===== src/rtl/seg_display_decoder.sv =====
// Passive observer of a multiplexed active-low 7-segment bus; rebuilds
// per-position digit codes and publishes them as consistent frames.
//
// Ports:
//   clock, reset   rising-edge clock, async active-high reset
//   an[3:0]        anode lines, active-low, bit 3 = leftmost position
//   seg[6:0]       segment lines {g,f,e,d,c,b,a}, active-low
//   dp             decimal point, active-low
//   digits[15:0]   published codes, position k at [4k+3:4k] (F blank, E bad)
//   dp_flags[3:0]  published decimal points, 1 = lit
//   digit_valid    positions present in the published frame
//   frame_valid    a frame has been published since reset / last loss
//   frame_strobe   one-cycle pulse when the published outputs update
//   pattern_err    one-cycle pulse on an accepted illegal sample
module seg_display_decoder #(
    parameter int STABLE_CYCLES = 2,
    parameter int TIMEOUT       = 1023
) (
    input  logic        clock,
    input  logic        reset,
    input  logic [3:0]  an,
    input  logic [6:0]  seg,
    input  logic        dp,
    output logic [15:0] digits,
    output logic [3:0]  dp_flags,
    output logic [3:0]  digit_valid,
    output logic        frame_valid,
    output logic        frame_strobe,
    output logic        pattern_err
);

    localparam int RW = $clog2(STABLE_CYCLES + 2);
    localparam int TW = $clog2(TIMEOUT + 1);
    localparam logic [RW-1:0] RUN_MAX = RW'(STABLE_CYCLES + 1);
    localparam logic [RW-1:0] RUN_ACC = RW'(STABLE_CYCLES);
    localparam logic [TW-1:0] TMO     = TW'(TIMEOUT);

    typedef enum logic {IDLE, COLLECT} state_t;

    state_t          state, state_nxt;
    logic [3:0]      s_an;
    logic [6:0]      s_seg;
    logic            s_dp;
    logic [RW-1:0]   run;
    logic [TW-1:0]   timer;
    logic [3:0][3:0] live_code;
    logic [3:0]      live_dp;
    logic [3:0]      seen;

    logic       changed, accept, blank, multi, digit_acc, timeout;
    logic [3:0] lows, code;
    logic [1:0] pos;
    logic       err_nxt, publish, restart, set_bit, clr_seen, loss, tmr_clr;

    assign changed   = {an, seg, dp} != {s_an, s_seg, s_dp};
    assign accept    = run == RUN_ACC;
    assign lows      = ~s_an;
    assign blank     = lows == 4'h0;
    // More than one bit set <=> clearing the lowest set bit leaves a residue.
    assign multi     = (lows & 4'(lows - 4'd1)) != 4'h0;
    assign digit_acc = accept && !blank && !multi;
    // An accept in the same cycle always wins over the timeout.
    assign timeout   = (timer == TMO) && !accept;
    assign err_nxt   = accept && (multi || (digit_acc && code == 4'hE));

    always_comb begin
        pos = 2'd0;
        for (int k = 0; k < 4; k++) begin
            if (lows[k]) pos = 2'(k);
        end
    end

    always_comb begin
        case (s_seg)
            7'h40:   code = 4'h0;
            7'h79:   code = 4'h1;
            7'h24:   code = 4'h2;
            7'h30:   code = 4'h3;
            7'h19:   code = 4'h4;
            7'h12:   code = 4'h5;
            7'h02:   code = 4'h6;
            7'h78:   code = 4'h7;
            7'h00:   code = 4'h8;
            7'h10:   code = 4'h9;
            7'h7F:   code = 4'hF;
            default: code = 4'hE;
        endcase
    end

    always_comb begin
        state_nxt = state;
        publish   = 1'b0;
        restart   = 1'b0;
        set_bit   = 1'b0;
        clr_seen  = 1'b0;
        loss      = 1'b0;
        tmr_clr   = accept;
        case (state)
            IDLE: begin
                if (digit_acc) begin
                    restart   = 1'b1;
                    state_nxt = COLLECT;
                end else if (timeout && blank) begin
                    loss = 1'b1;
                end
            end
            COLLECT: begin
                if (digit_acc) begin
                    if (seen[pos]) begin
                        publish = 1'b1;
                        restart = 1'b1;
                    end else begin
                        set_bit = 1'b1;
                    end
                end else if (timeout) begin
                    publish   = 1'b1;
                    clr_seen  = 1'b1;
                    state_nxt = IDLE;
                    // Restart so the loss check in IDLE gets a full window.
                    tmr_clr   = 1'b1;
                end
            end
            default: state_nxt = IDLE;
        endcase
    end

    always_ff @(posedge clock or posedge reset) begin
        if (reset) begin
            state        <= IDLE;
            s_an         <= 4'hF;
            s_seg        <= 7'h7F;
            s_dp         <= 1'b1;
            run          <= RW'(1);
            timer        <= '0;
            live_code    <= {4{4'hF}};
            live_dp      <= 4'h0;
            seen         <= 4'h0;
            digits       <= 16'hFFFF;
            dp_flags     <= 4'h0;
            digit_valid  <= 4'h0;
            frame_valid  <= 1'b0;
            frame_strobe <= 1'b0;
            pattern_err  <= 1'b0;
        end else begin
            state        <= state_nxt;
            s_an         <= an;
            s_seg        <= seg;
            s_dp         <= dp;
            frame_strobe <= publish;
            pattern_err  <= err_nxt;

            if (changed) run <= RW'(1);
            else if (run != RUN_MAX) run <= run + RW'(1);

            if (tmr_clr) timer <= '0;
            else if (timer != TMO) timer <= timer + TW'(1);

            if (publish) begin
                for (int k = 0; k < 4; k++) begin
                    if (seen[k]) begin
                        digits[4*k +: 4] <= live_code[k];
                        dp_flags[k]      <= live_dp[k];
                    end
                end
                digit_valid <= seen;
                frame_valid <= 1'b1;
            end else if (loss) begin
                digit_valid <= 4'h0;
                frame_valid <= 1'b0;
            end

            if (digit_acc) begin
                live_code[pos] <= code;
                live_dp[pos]   <= ~s_dp;
            end

            if (restart) seen <= 4'(4'd1 << pos);
            else if (set_bit) seen[pos] <= 1'b1;
            else if (clr_seen) seen <= 4'h0;
        end
    end

endmodule


===== config.mk =====
export PLATFORM = sky130hd
export DESIGN_NAME = seg_display_decoder
export DESIGN_NICKNAME = d
export VERILOG_FILES = /design/src/rtl/seg_display_decoder.sv
export SDC_FILE = /design/constraint.sdc
export NUM_CORES = 1
export LEC_CHECK = 0
export BUFFER_PORTS_ARGS = -buffer_cell sky130_fd_sc_hd__buf_2
export CAP_MARGIN = 0
export CELL_PAD_IN_SITES_DETAIL_PLACEMENT = 1
export CELL_PAD_IN_SITES_GLOBAL_PLACEMENT = 2
export CORE_ASPECT_RATIO = 1.2
export CORE_MARGIN = 2
export CORE_UTILIZATION = 40
export CTS_BUF_LIST = sky130_fd_sc_hd__clkbuf_4 sky130_fd_sc_hd__clkbuf_8 sky130_fd_sc_hd__clkbuf_16
export DETAILED_ROUTE_END_ITERATION = 16
export PLACE_DENSITY_LB_ADDON = 0.25
export SLEW_MARGIN = 5
export SYNTH_ARGS = -nofsm -noshare
export SYNTH_HDL_FRONTEND = slang
export SYNTH_SLANG_ARGS = --single-unit

===== constraint.sdc =====
create_clock -name clock -period 6.2 [get_ports clock]
set_input_delay 1.24 -clock clock [delete_from_list [all_inputs] [get_ports clock]]
set_output_delay 1.24 -clock clock [all_outputs]
set_load 0.01 [all_outputs]

==> results of run 1 <==
-- flip-flops by register name (all words and copies together), names as in the netlist --
name          cells
s_seg             7
dp_flags          4
live_code        16
timer            10
frame_valid       1
seen              4
live_dp           4
frame_strobe      1
digit_valid       4
s_an              4
s_dp              1
digits           16
run               2
state             1
pattern_err       1
-- cells by family (layout without fill, tap and decap cells) --
family                     Yosys count  count (layout)  synth area share [%]
and+or+nand+nor                     91              91                 13.80
DFF                                 76              76                 56.40
AOI/OAI and AO/OA                   64              64                 12.83
muxes                               29              29                 9.117
buffers and inverters               25              67                 2.991
xor gates and xnor gates            15              15                 3.784
adders and majority gates            3               3                 1.081
-- Yosys cell counts (2+ instances only) --
| library cell | number |
|---|---|
| and2_1 | 2 |
| and4b_1 | 3 |
| and4_1 | 3 |
| nor2b_1 | 2 |
| a21o_1 | 2 |
| mux2_2 | 21 |
| or3_1 | 5 |
| buf_4 | 2 |
| dfstp_2 | 45 |
| a31oi_1 | 3 |
| nor4_1 | 5 |
| nand4_1 | 5 |
| nand2b_1 | 2 |
| nor3_1 | 2 |
| o32ai_1 | 2 |
| a21boi_0 | 3 |
| xor2_1 | 15 |
| o21ai_0 | 23 |
| dfrtp_1 | 31 |
| inv_1 | 10 |
| ha_1 | 3 |
| clkbuf_1 | 10 |
| and3_1 | 3 |
| nor2_1 | 17 |
| a211oi_1 | 4 |
| a21oi_1 | 10 |
| nand3_1 | 8 |
| nand2_1 | 26 |
| nand3b_1 | 3 |
| a22o_1 | 6 |
| mux2i_1 | 8 |
-- power breakdown --
part / switching (mW) / total [mW] / internal, mW
clock network: 0.203 / 0.355 / 0.152
logic: 0.0231 / 0.0361 / 0.0130
registers: 0.0102 / 0.515 / 0.504
-- how the worst max path moves through the flow --
stage,startpoint,slack (ns),depth (start not counted),endpoint
6_report,run[0],3.53,6,live_code[13]
5_1_grt,run[0],3.29,6,live_code[13]
4_1_cts,run[0],3.51,6,live_code[13]
3_5_place_dp,run[0],3.53,6,live_code[13]
3_3_place_gp,run[0],3.59,6,dp_flags[1]
2_1_floorplan,reset,3.10,1,digit_valid[0]
-- layer usage --
layer | track usage (%) | share of wire [%] | routed length [um] | up-vias
li1 | - | - | - | 1160
met4 | 7.249 | 1.9 | 139 | 0
met3 | 2.950 | 2.9 | 215 | 12
met5 | 0 | 0 | 0 | -
met2 | 27.56 | 49 | 3607 | 37
met1 | 23.97 | 47 | 3473 | 1216
-- through the flow --
step | setup slack [ns] | util [%] | power, mW | area [um2] | hold slack (ns)
2_1_floorplan | 3.096 | - | 0.5455 | 3472 | 0.4460
3_3_place_gp | 3.591 | 44.14 | 0.5599 | 3760 | 0.4656
3_5_place_dp | 3.533 | 44.14 | 0.5607 | 3760 | 0.4755
4_1_cts | 3.508 | 46.28 | 0.9246 | 3943 | 0.4887
5_1_grt | 3.293 | 46.28 | 0.9498 | 3943 | 0.5175
6_report | 3.528 | 46.28 | 0.9057 | 3943 | 0.4810
-- worst min-delay path, cell delays in order, from the launching register on --
cell	delay (ns)
dfstp_2	0.37
nand2_1	0.04
o21ai_0	0.06
-- final cells by class --
cell class	instances	share of cell area [%]
clock buffers	9	3.142
clock inverters	7	1.492
inverters	10	0.9521
multi-input cells	202	35.77
flip-flops and latches	76	49.67
well taps	117	3.713
repair buffers	41	5.268
==> results.md, run 1 <==
- Standard-cell rows: 37
- Gr ovfl total: 0
- Core ar.: 8518 um2
- Max clock buf depth: 2
- Placed cell count: about 450
- Clock Sinks: 76
- Crit start category: register
- Setup bufs post-CTS: 0
- Final setup fails: 0
- Fillers: 963
- Clock Latency Late Sink: between 0.3 and 0.4 ns
- Worst min path class: reg2reg
- Worst reg2reg path depth: 6
- Initial antenna violation count: 0
- Largest area contributor in the netlist: dfstp_2
- Worst Hold Depth: 2
- Synth unique cells: 50
- Boundary Pins: 41
- Pwr/cell area: between 200 and 250 nW/um2
- Vias in the first global route: around 2,500
- CTS root buf: clkbuf_8
- Antenna-violating nets left: 0
- Wire per inst: between 15 and 20 um
- Worst-path fanout max: 14
- Synth area leaders: dfstp_2, dfrtp_1, mux2_2
- CTS Hold Bufs: 0
- Netlist Area Pre-Place: between 3000 and 4000 um2
- CP Data Arrival Time: about 2.9 ns
- DRC viols: 0
- Initial DRC Count: 70
- DRT Pass-1 Iters: 4
- Post-synth top area share: 34.05%
- Slew @ Worst Pin: 1.241 ns
- DR vias/cell: approximately 5.2
- Yosys reg bits: between 70 and 80
- CTS tree: yes
- Critical R2R Capture: live_code[13]
- Tmin final: roughly 2.7 ns
- Commonest non-fill, non-tap cells in the layout: dfstp_2, buf_2, dfrtp_1
- IO Port Bufs: 40
- Cts repair resizes: 0
- Non-filler cells, final: between 400 and 500
- Largest net degree at the start of global routing: just under 80
- Commonest non-fill, non-tap cell in the layout: dfstp_2
- Slew margin rel.: 16.66%
- Max Clk Rate: ~0.37 GHz
- Number of flops mapped to enable cells by yosys: 0
- Footprint of the multi-input gates: ~1400 um2
- Critical path's largest stage delay: roughly 1.0 ns
- Fin Setup TNS: 0 ns
- Final hold violation count: 0
- Max-cap violation count: 0
- Crit path kind: reg2reg
- Sequential Area: roughly 2000 um2
- Asr flop ratio synth: 100.0%
- Via count: 2,425
- ANT cells: 0
- Synthesized area per cell: 11.46 um2
- DIE HEIGHT: approximately 110 um
- Syn-to-layout area delta: 13.55%
- CTS Buf Count: 9
- Die Area: 9445 um2
- Hold Path Origin: live_code[11]
- Pleak: 1.794 nW
- Total of warnings raised by yosys: 0
- Most common cell type on the critical path: inv_1
- First-pass GRT wire length: roughly 13 mm
- FF-to-FF Start: run[0]
- Nets: 357
- Worst EP required: around 6.5 ns
- Slowest CP cell: nor3_1
- Gate count of the mapped netlist: slightly above 300
- Synth Flop Type: dfstp_2
- Hold-critical path endpoint: live_code[11]
- Pins Over Slew Limit: 0
- Initial core utilization: about two fifths
- Setup slack, reg-to-reg: 3.53 ns
- Layout Skew: 0.008524 ns
- Maximum vdd drop: 0.0001054 V
- GP Congestion: approximately 0.78
- CP bufs+invs: 2
- CTS H-tree depth: 3
- Final WL: roughly 7.4 mm
- Status: finished clean
- Overall global routing resource usage: 17.55%
- Die W: 89.05 um
- Final Cycle Share: between 40% and 50%
- CP delay by family, top: simple AND/OR/NAND/NOR gates
- Seq/Total Area, Yosys: 56.40%
- RSZ-0062 raised after global routing: no
- Worst-path clk slew: 0.09 ns
- Syn_nets: 320
- Crit. End Element: register
- Post-DP HPWL: 5.328 mm
- Ratio of cells with drive above 1 in the final layout: between 30% and 40%
- Cells along the critical path: inv_1 > ha_1 > inv_1 > nor3_1 > mux2i_1 > o21ai_0
Note: power is estimated with default switching activity, not from simulation.
==> run 2: changes to the inputs <==
--- a/config.mk
+++ b/config.mk
@@ -11,7 +11,7 @@
 export CELL_PAD_IN_SITES_GLOBAL_PLACEMENT = 2
 export CORE_ASPECT_RATIO = 1.2
 export CORE_MARGIN = 2
-export CORE_UTILIZATION = 40
+export CORE_UTILIZATION = 35
 export CTS_BUF_LIST = sky130_fd_sc_hd__clkbuf_4 sky130_fd_sc_hd__clkbuf_8 sky130_fd_sc_hd__clkbuf_16
 export DETAILED_ROUTE_END_ITERATION = 16
 export PLACE_DENSITY_LB_ADDON = 0.25
==> constraint.sdc (replaced) <==
create_clock -name clock -period 2.2 [get_ports clock]
set_input_delay 0.44 -clock clock [delete_from_list [all_inputs] [get_ports clock]]
set_output_delay 0.44 -clock clock [all_outputs]
set_load 0.01 [all_outputs]
==> run 2 against run 1 <==
Compared with the run above: first-iteration DRC count down 14%; sequential power rose to 2.8 times the previous value; flip-flop and latch count unchanged; wire length up 9.0%; design area up 11%; global-route usage down 0.59 points; clock power rose to 4.8 times the previous value; setup slack worse by 3.4 ns; clock-buffer cell count up 3; combinational power rose to 3.5 times the previous value; critical path depth unchanged; cell count up 7.1%.
==> results.md, run 2 (synthesis gave the netlist of run 1 again) <==
- CTS tree: yes
- Status: finished clean
- First-pass GRT wire length: 13.90 mm (+9.8%)
- CTS Buf Count: 9 (unchanged)
- CTS H-tree depth: 3 (unchanged)
- Worst EP required: 2.42 ns (-4.05 ns)
- Standard-cell rows: 39 (+5.4%)
- Post-DP HPWL: 5.890 mm (+11%)
- Via count: 2,551 (+5.2%)
- Slew margin rel.: 66.60% (+50 points)
- GP Congestion: 0.7859 (+0.83%)
- CTS Hold Bufs: 0 (unchanged)
- Nets: 384 (+7.6%)
- Pins Over Slew Limit: 0 (unchanged)
- Final setup fails: 0 (unchanged)
- Fin Setup TNS: 0 ns (unchanged)
- Clock share of power: 51.9% (+13 points)
- Setup slack, reg-to-reg: 0.12 ns (-3.41 ns)
- Comb pwr share: 3.9% (about the same)
- Die W: 94.92 um (+6.6%)
- Final WL: 8.105 mm (+9.0%)
- Final hold violation count: 0 (unchanged)
- Syn-to-layout area delta: 25.55%
- Final Cycle Share: 94.57% (+51 points)
- Die Area: 10,740 um2 (+14%)
- RSZ-0062 raised after global routing: no
- Max-cap violation count: 0 (unchanged)
- Clock Sinks: 76 (unchanged)
- Boundary Pins: 41 (unchanged)
- Fillers: 1,058 (+9.9%)
- IO Port Bufs: 40 (unchanged)
- Antenna-violating nets left: 0 (unchanged)
- DRC viols: 0 (unchanged)
- ANT cells: 0 (unchanged)
- Slew @ Worst Pin: 0.4964 ns (-0.7441 ns)
- Internal Dissipation: 2.585 mW (+290%)
- Switching Share: 20.90% (-5.2 points)
- Commonest non-fill, non-tap cell in the layout: dfstp_2
- DRT Pass-1 Iters: 4 (unchanged)
- Crit start category: register
- Maximum vdd drop: 0.0003393 V (+220%)
- Layout Skew: 0.004495 ns (-0.004030 ns)
- DR vias/cell: 5.154 (-1.8%)
- Total Power: 3.268 mW (+260%)
- CTS root buf: clkbuf_16
- Setup bufs post-CTS: 0 (unchanged)
- Crit. End Element: register
- Wire per inst: 16.37 um (+1.7%)
- Sequential share of power: 44.3% (-13 points)
- Ratio of cells with drive above 1 in the final layout: 42.47% (+5.1 points)
- Top flop regs: digits: 16 flops, live_code: 16 flops, timer: 10 flops
- Initial DRC Count: 60 (-14%)
- CP Data Arrival Time: 2.30 ns (-0.64 ns)
- Vias in the first global route: 2,774 (+11%)
- Pwr/cell area: 749.7 nW/um2 (+230%)
- Crit path kind: reg2reg
- Worst min path class: in2async
- DIE HEIGHT: 113.1 um (+6.6%)
- Max Clk Rate: 0.4806 GHz (+28%)
- Worst-path fanout max: 9 (-5)
- Initial antenna violation count: 0 (unchanged)
- Clock Latency Late Sink: 0.33 ns (-0.02 ns)
- Initial core utilization: 36.12% (-4.6 points)
- Gr ovfl total: 0 (unchanged)
- Overall global routing resource usage: 16.97% (-0.59 points)
- Commonest non-fill, non-tap cells in the layout: dfstp_2, buf_2, dfrtp_1
- Max clock buf depth: 2 (unchanged)
- Sw power: 0.6832 mW (+190%)
- Core ar.: 9613 um2 (+13%)
- Pleak: 2.009 nW (+12%)
- Worst-path clk slew: 0.06 ns (-0.03 ns)
- Worst Hold Slack: 0.1995 ns (-0.2815 ns)
- Largest net degree at the start of global routing: 77 (unchanged)
- Tmin final: 2.081 ns (-0.5915 ns)
## run 2: cell count changes in the layout (fill, tap and decap cells not counted), sizes merged
cell	delta
buf	+27
inv	-4
clkbuf	+3
bufinv	+2
clkinv	-1
## run 2: cell type report
type	count	area [um2]	share of cell area (%)
repair buffers	68	435.4	9.989
flip-flops and latches	76	1958	44.92
well taps	123	153.9	3.530
clock buffers	12	271.5	6.228
clock inverters	4	77.57	1.780
inverters	10	41.29	0.9472
multi-input cells	202	1421	32.61
## run 2: worst paths after layout
| kind | from | endpoint | cells past startpoint |
|---|---|---|---|
| max reg2reg | s_an[1] | dp_flags[2] | 6 |
| min reg2reg | live_code[7] | live_code[7] | 2 |
| max | s_an[1] | dp_flags[2] | 6 |
| max in group asynchronous | reset | live_code[14] | 3 |
| min | reset | timer[1] | 3 |
| min in group clock | dp | s_dp | 1 |
## run 2: layer usage
metal / wire length [um] / part of all wire [%] / GRT usage, %
met2: 4045 / 50 / 27.33
met3: 220 / 2.7 / 2.330
met5: 0 / 0 / 0
met4: 156 / 1.9 / 8.019
met1: 3682 / 45 / 22.49
## run 2: worst max-delay path, stage by stage (launching register included)
cell and delay (ns):
dfstp_2 0.61, and4b_1 0.23, a311oi_2 0.30, o41ai_4 0.13
buf_12 0.16, nand2_1 0.18, mux2_2 0.36
## run 2: power by group through the flow
stage	logic [mW]	clock network, mW	registers, mW
2_1_floorplan	0.0882	0	1.45
3_3_place_gp	0.127	0	1.47
3_5_place_dp	0.130	0	1.47
4_1_cts	0.130	1.73	1.45
5_1_grt	0.142	1.79	1.45
6_report	0.126	1.70	1.45
## run 2: per-stage QoR
stage	instance area [um2]	instances	setup WS [ns]	utilization (%)
3_5_place_dp	3999	479	0.05514	41.60
4_1_cts	4348	495	0.04415	45.23
5_1_grt	4359	495	0.007877	45.35
3_3_place_gp	3999	479	0.1016	41.60
6_report	4359	495	0.1194	45.35
2_1_floorplan	3476	303	0.07719	-
## run 2: timing repair
action                     4_1_cts  5_1_grt
hold endpoints to repair         0        0
resized for setup                0        2
setup endpoints to repair        0       13
==> run 3: changes to the inputs <==
--- a/config.mk
+++ b/config.mk
@@ -5,13 +5,14 @@
 export SDC_FILE = /design/constraint.sdc
 export NUM_CORES = 1
 export LEC_CHECK = 0
+export ABC_AREA = 1
 export BUFFER_PORTS_ARGS = -buffer_cell sky130_fd_sc_hd__buf_2
 export CAP_MARGIN = 0
 export CELL_PAD_IN_SITES_DETAIL_PLACEMENT = 1
 export CELL_PAD_IN_SITES_GLOBAL_PLACEMENT = 2
 export CORE_ASPECT_RATIO = 1.2
 export CORE_MARGIN = 2
-export CORE_UTILIZATION = 35
+export CORE_UTILIZATION = 32
 export CTS_BUF_LIST = sky130_fd_sc_hd__clkbuf_4 sky130_fd_sc_hd__clkbuf_8 sky130_fd_sc_hd__clkbuf_16
 export DETAILED_ROUTE_END_ITERATION = 16
 export PLACE_DENSITY_LB_ADDON = 0.25
==> run 3 against run 2 <==
Compared with the run above: design area shrank 2.9%; synthesized cell count grew 37%; flip-flop and latch count is the same; die area grew 11%; combinational power is essentially flat.
==> results.md, run 3 <==
- Internal Dissipation: 2.405 mW (-7.0%)
- Max-cap violation count: 0 (unchanged)
- Post-synth top area share: 33.38% (-0.67 points)
- Ratio of cells with drive above 1 in the final layout: 26.23% (-16 points)
- Maximum vdd drop: 0.0003187 V (-6.1%)
- Synth Flop Type: dfstp_2
- DIE HEIGHT: 119.3 um (+5.4%)
- Crit start category: register
- Total of warnings raised by yosys: 0 (unchanged)
- Final hold violation count: 0 (unchanged)
- Overall global routing resource usage: 15.90% (-1.1 points)
- Sw power: 0.6948 mW (+1.7%)
- Worst EP required: 2.43 ns (about the same)
- Vias in the first global route: 2,987 (+7.7%)
- DRT Pass-1 Iters: 4 (unchanged)
- Initial core utilization: 32.41% (-3.7 points)
- Status: finished clean
- Fillers: 1,314 (+24%)
- Worst Hold Slack: 0.2126 ns (+0.01310 ns)
- CP Data Arrival Time: 2.24 ns (-0.06 ns)
- Slew margin rel.: 72.82% (+6.2 points)
- ANT cells: 0 (unchanged)
- Synthesized area per cell: 8.515 um2 (-26%)
- Asr flop ratio synth: 100.0% (unchanged)
- Boundary Pins: 41 (unchanged)
- Post-DP HPWL: 6.073 mm (+3.1%)
- Initial DRC Count: 75 (+25%)
- Final Cycle Share: 91.55% (-3.0 points)
- GP Congestion: 0.7724 (-1.7%)
- Standard-cell rows: 42 (+7.7%)
- Pleak: 2.178 nW (+8.4%)
- First-pass GRT wire length: 14.65 mm (+5.4%)
- Total Power: 3.100 mW (-5.1%)
- Synth area leaders: dfstp_2, dfrtp_1, nand2_1
- Seq/Total Area, Yosys: 55.28% (-1.1 points)
- CTS root buf: clkbuf_16
- Switching Share: 22.41% (+1.5 points)
- Number of flops mapped to enable cells by yosys: 0 (unchanged)
- Cells along the critical path: inv_1 > ha_1 > inv_1 > nor2_1 > nand2_4 > nor2_4 > nand2_4 > nand2_8 > nand2_1 > nand2_1 > nand2_1
- Gate count of the mapped netlist: 416 (+37%)
- Footprint of the multi-input gates: 1429 um2 (+0.53%)
- Initial antenna violation count: 0 (unchanged)
- Sequential share of power: 46.4% (+2.1 points)
- Antenna-violating nets left: 0 (unchanged)
- Worst-path clk slew: 0.06 ns (about the same)
- Tmin final: 2.014 ns (-0.06646 ns)
- Pins Over Slew Limit: 0 (unchanged)
- Commonest non-fill, non-tap cell in the layout: nand2_1
- Core ar.: 10,930 um2 (+14%)
- Layout Skew: 0.005425 ns (+0.0009305 ns)
- Syn-to-layout area delta: 19.53%
- Final setup fails: 0 (unchanged)
- Nets: 481 (+25%)
- Clock share of power: 49.6% (-2.3 points)
- Crit. End Element: register
- Gr ovfl total: 0 (unchanged)
- Syn_nets: 433 (+35%)
- Synth unique cells: 27 (-46%)
- Largest area contributor in the netlist: dfstp_2
- CTS Buf Count: 9 (unchanged)
- Via count: 2,845 (+12%)
- Count leader, synth: nand2_1
- Worst-path fanout max: 25 (+16)
- Critical path's largest stage delay: 0.39 ns (-0.22 ns)
- Max Clk Rate: 0.4965 GHz (+3.3%)
- Netlist Area Pre-Place: 3542 um2 (+2.0%)
- Clock Latency Late Sink: 0.34 ns (about the same)
- Slew @ Worst Pin: 0.4078 ns (-0.08866 ns)
- Die W: 100.0 um (+5.4%)
- CTS tree: yes
- Largest net degree at the start of global routing: 77 (unchanged)
- RSZ-0062 raised after global routing: no
- Setup bufs post-CTS: 0 (unchanged)
- Commonest cells post-synth: nand2_1, dfstp_2, nand3_1
- Slowest CP cell: dfstp_2
- IO Port Bufs: 40 (unchanged)
- Crit path kind: reg2reg
- Clock Sinks: 76 (unchanged)
- DRC viols: 0 (unchanged)
- Worst min path class: in2async
- Final WL: 8.534 mm (+5.3%)
- Yosys reg bits: 76 (unchanged)
- Fin Setup TNS: 0 ns (unchanged)
- Most common cell type on the critical path: nand2_1
- Top flop regs: digits: 16 flops, live_code: 16 flops, timer: 10 flops
- Commonest non-fill, non-tap cells in the layout: nand2_1, dfstp_2, nand3_1
- DR vias/cell: 4.734 (-8.1%)
- Wire per inst: 14.20 um (-13%)
- Max clock buf depth: 2 (unchanged)
- Die Area: 11,930 um2 (+11%)
- Sequential Area: 1958 um2 (unchanged)
- Pwr/cell area: 732.2 nW/um2 (-2.3%)
- CTS H-tree depth: 3 (unchanged)
- Comb pwr share: 4.0% (about the same)
-- run 3: changes by cell type in the layout (fill, tap and decap cells not counted), moves of 13 or more --
cell,change
nand2_1,+130
o21ai_0,-16
inv_1,+22
mux2_2,-21
buf_4,-23
nand3_1,+33
nor2_1,+13
-- run 3: final cells by class --
cell class | instances | area share [%]
Clock buffer | 11 | 5.969
Clock inverter | 5 | 1.389
Inverter | 33 | 3.014
Multi-Input combinational cell | 300 | 33.75
Sequential cell | 76 | 46.25
Tap cell | 132 | 3.901
Timing Repair Buffer | 44 | 5.733
-- run 3: worst paths after layout --
kind	endpoint	slack, ns	start	cells after the start
worst max register to register	dp_flags[2]	0.19	run[0]	11
worst min register to register	digits[6]	0.46	digits[6]	2
worst min-delay path	timer[3]	0.21	reset	3
min in group clock	s_dp	0.21	dp	1
worst max-delay path	dp_flags[2]	0.19	run[0]	11
max in group asynchronous	digits[13]	1.64	reset	3
-- run 3: worst max-delay path: cells and delay by family, from the launching register on --
kind	cells	cell delay, ns
flip-flops	1	0.39
adder cells (fa/ha/maj)	1	0.21
buffers and inverters	2	0.16
AND/OR/NAND/NOR	8	1.15
-- run 3: cells by family (layout without fill, tap and decap cells) --
family	after synthesis	in the layout	share of synthesized area, %
compound gates	24	24	3.709
xor+xnor	16	16	3.956
flops	76	76	55.28
buf+inv	40	93	4.769
simple gates	257	257	31.23
fa+ha+maj	3	3	1.060
-- run 3: timing repair --
item / 4_1_cts / 5_1_grt
endpoints found under the hold margin: 0 / 0
hold buffers: 0 / 0
resized for setup: 0 / 3
endpoints found under the setup margin: 0 / 19
-- run 3: metal layers --
metal	GRT usage, %	wire length, um
met2	26.35	4181
met5	0	0
met3	2.993	211
met1	19.67	3906
met4	7.962	234
-- run 3: power groups by stage --
stage               Clock (mW)  Combinational [mW]  Sequential, mW
finish                    1.54               0.123            1.44
global route              1.63               0.143            1.44
CTS                       1.58               0.129            1.44
detailed placement           0               0.128            1.46
global placement             0               0.125            1.46
floorplan                    0              0.0773            1.46
-- run 3: through the flow --
| stage | instances | setup slack, ns | area (um2) | util, % |
|---|---|---|---|---|
| after global routing | 601 | 0.007016 | 4234 | 38.74 |
| after CTS | 601 | 0.02621 | 4220 | 38.61 |
| after detailed placement | 585 | 0.04982 | 3909 | 35.76 |
| after global placement | 585 | 0.06996 | 3909 | 35.76 |
| after floorplan | 416 | 0.5401 | 3546 | - |
| final | 601 | 0.1858 | 4234 | 38.74 |
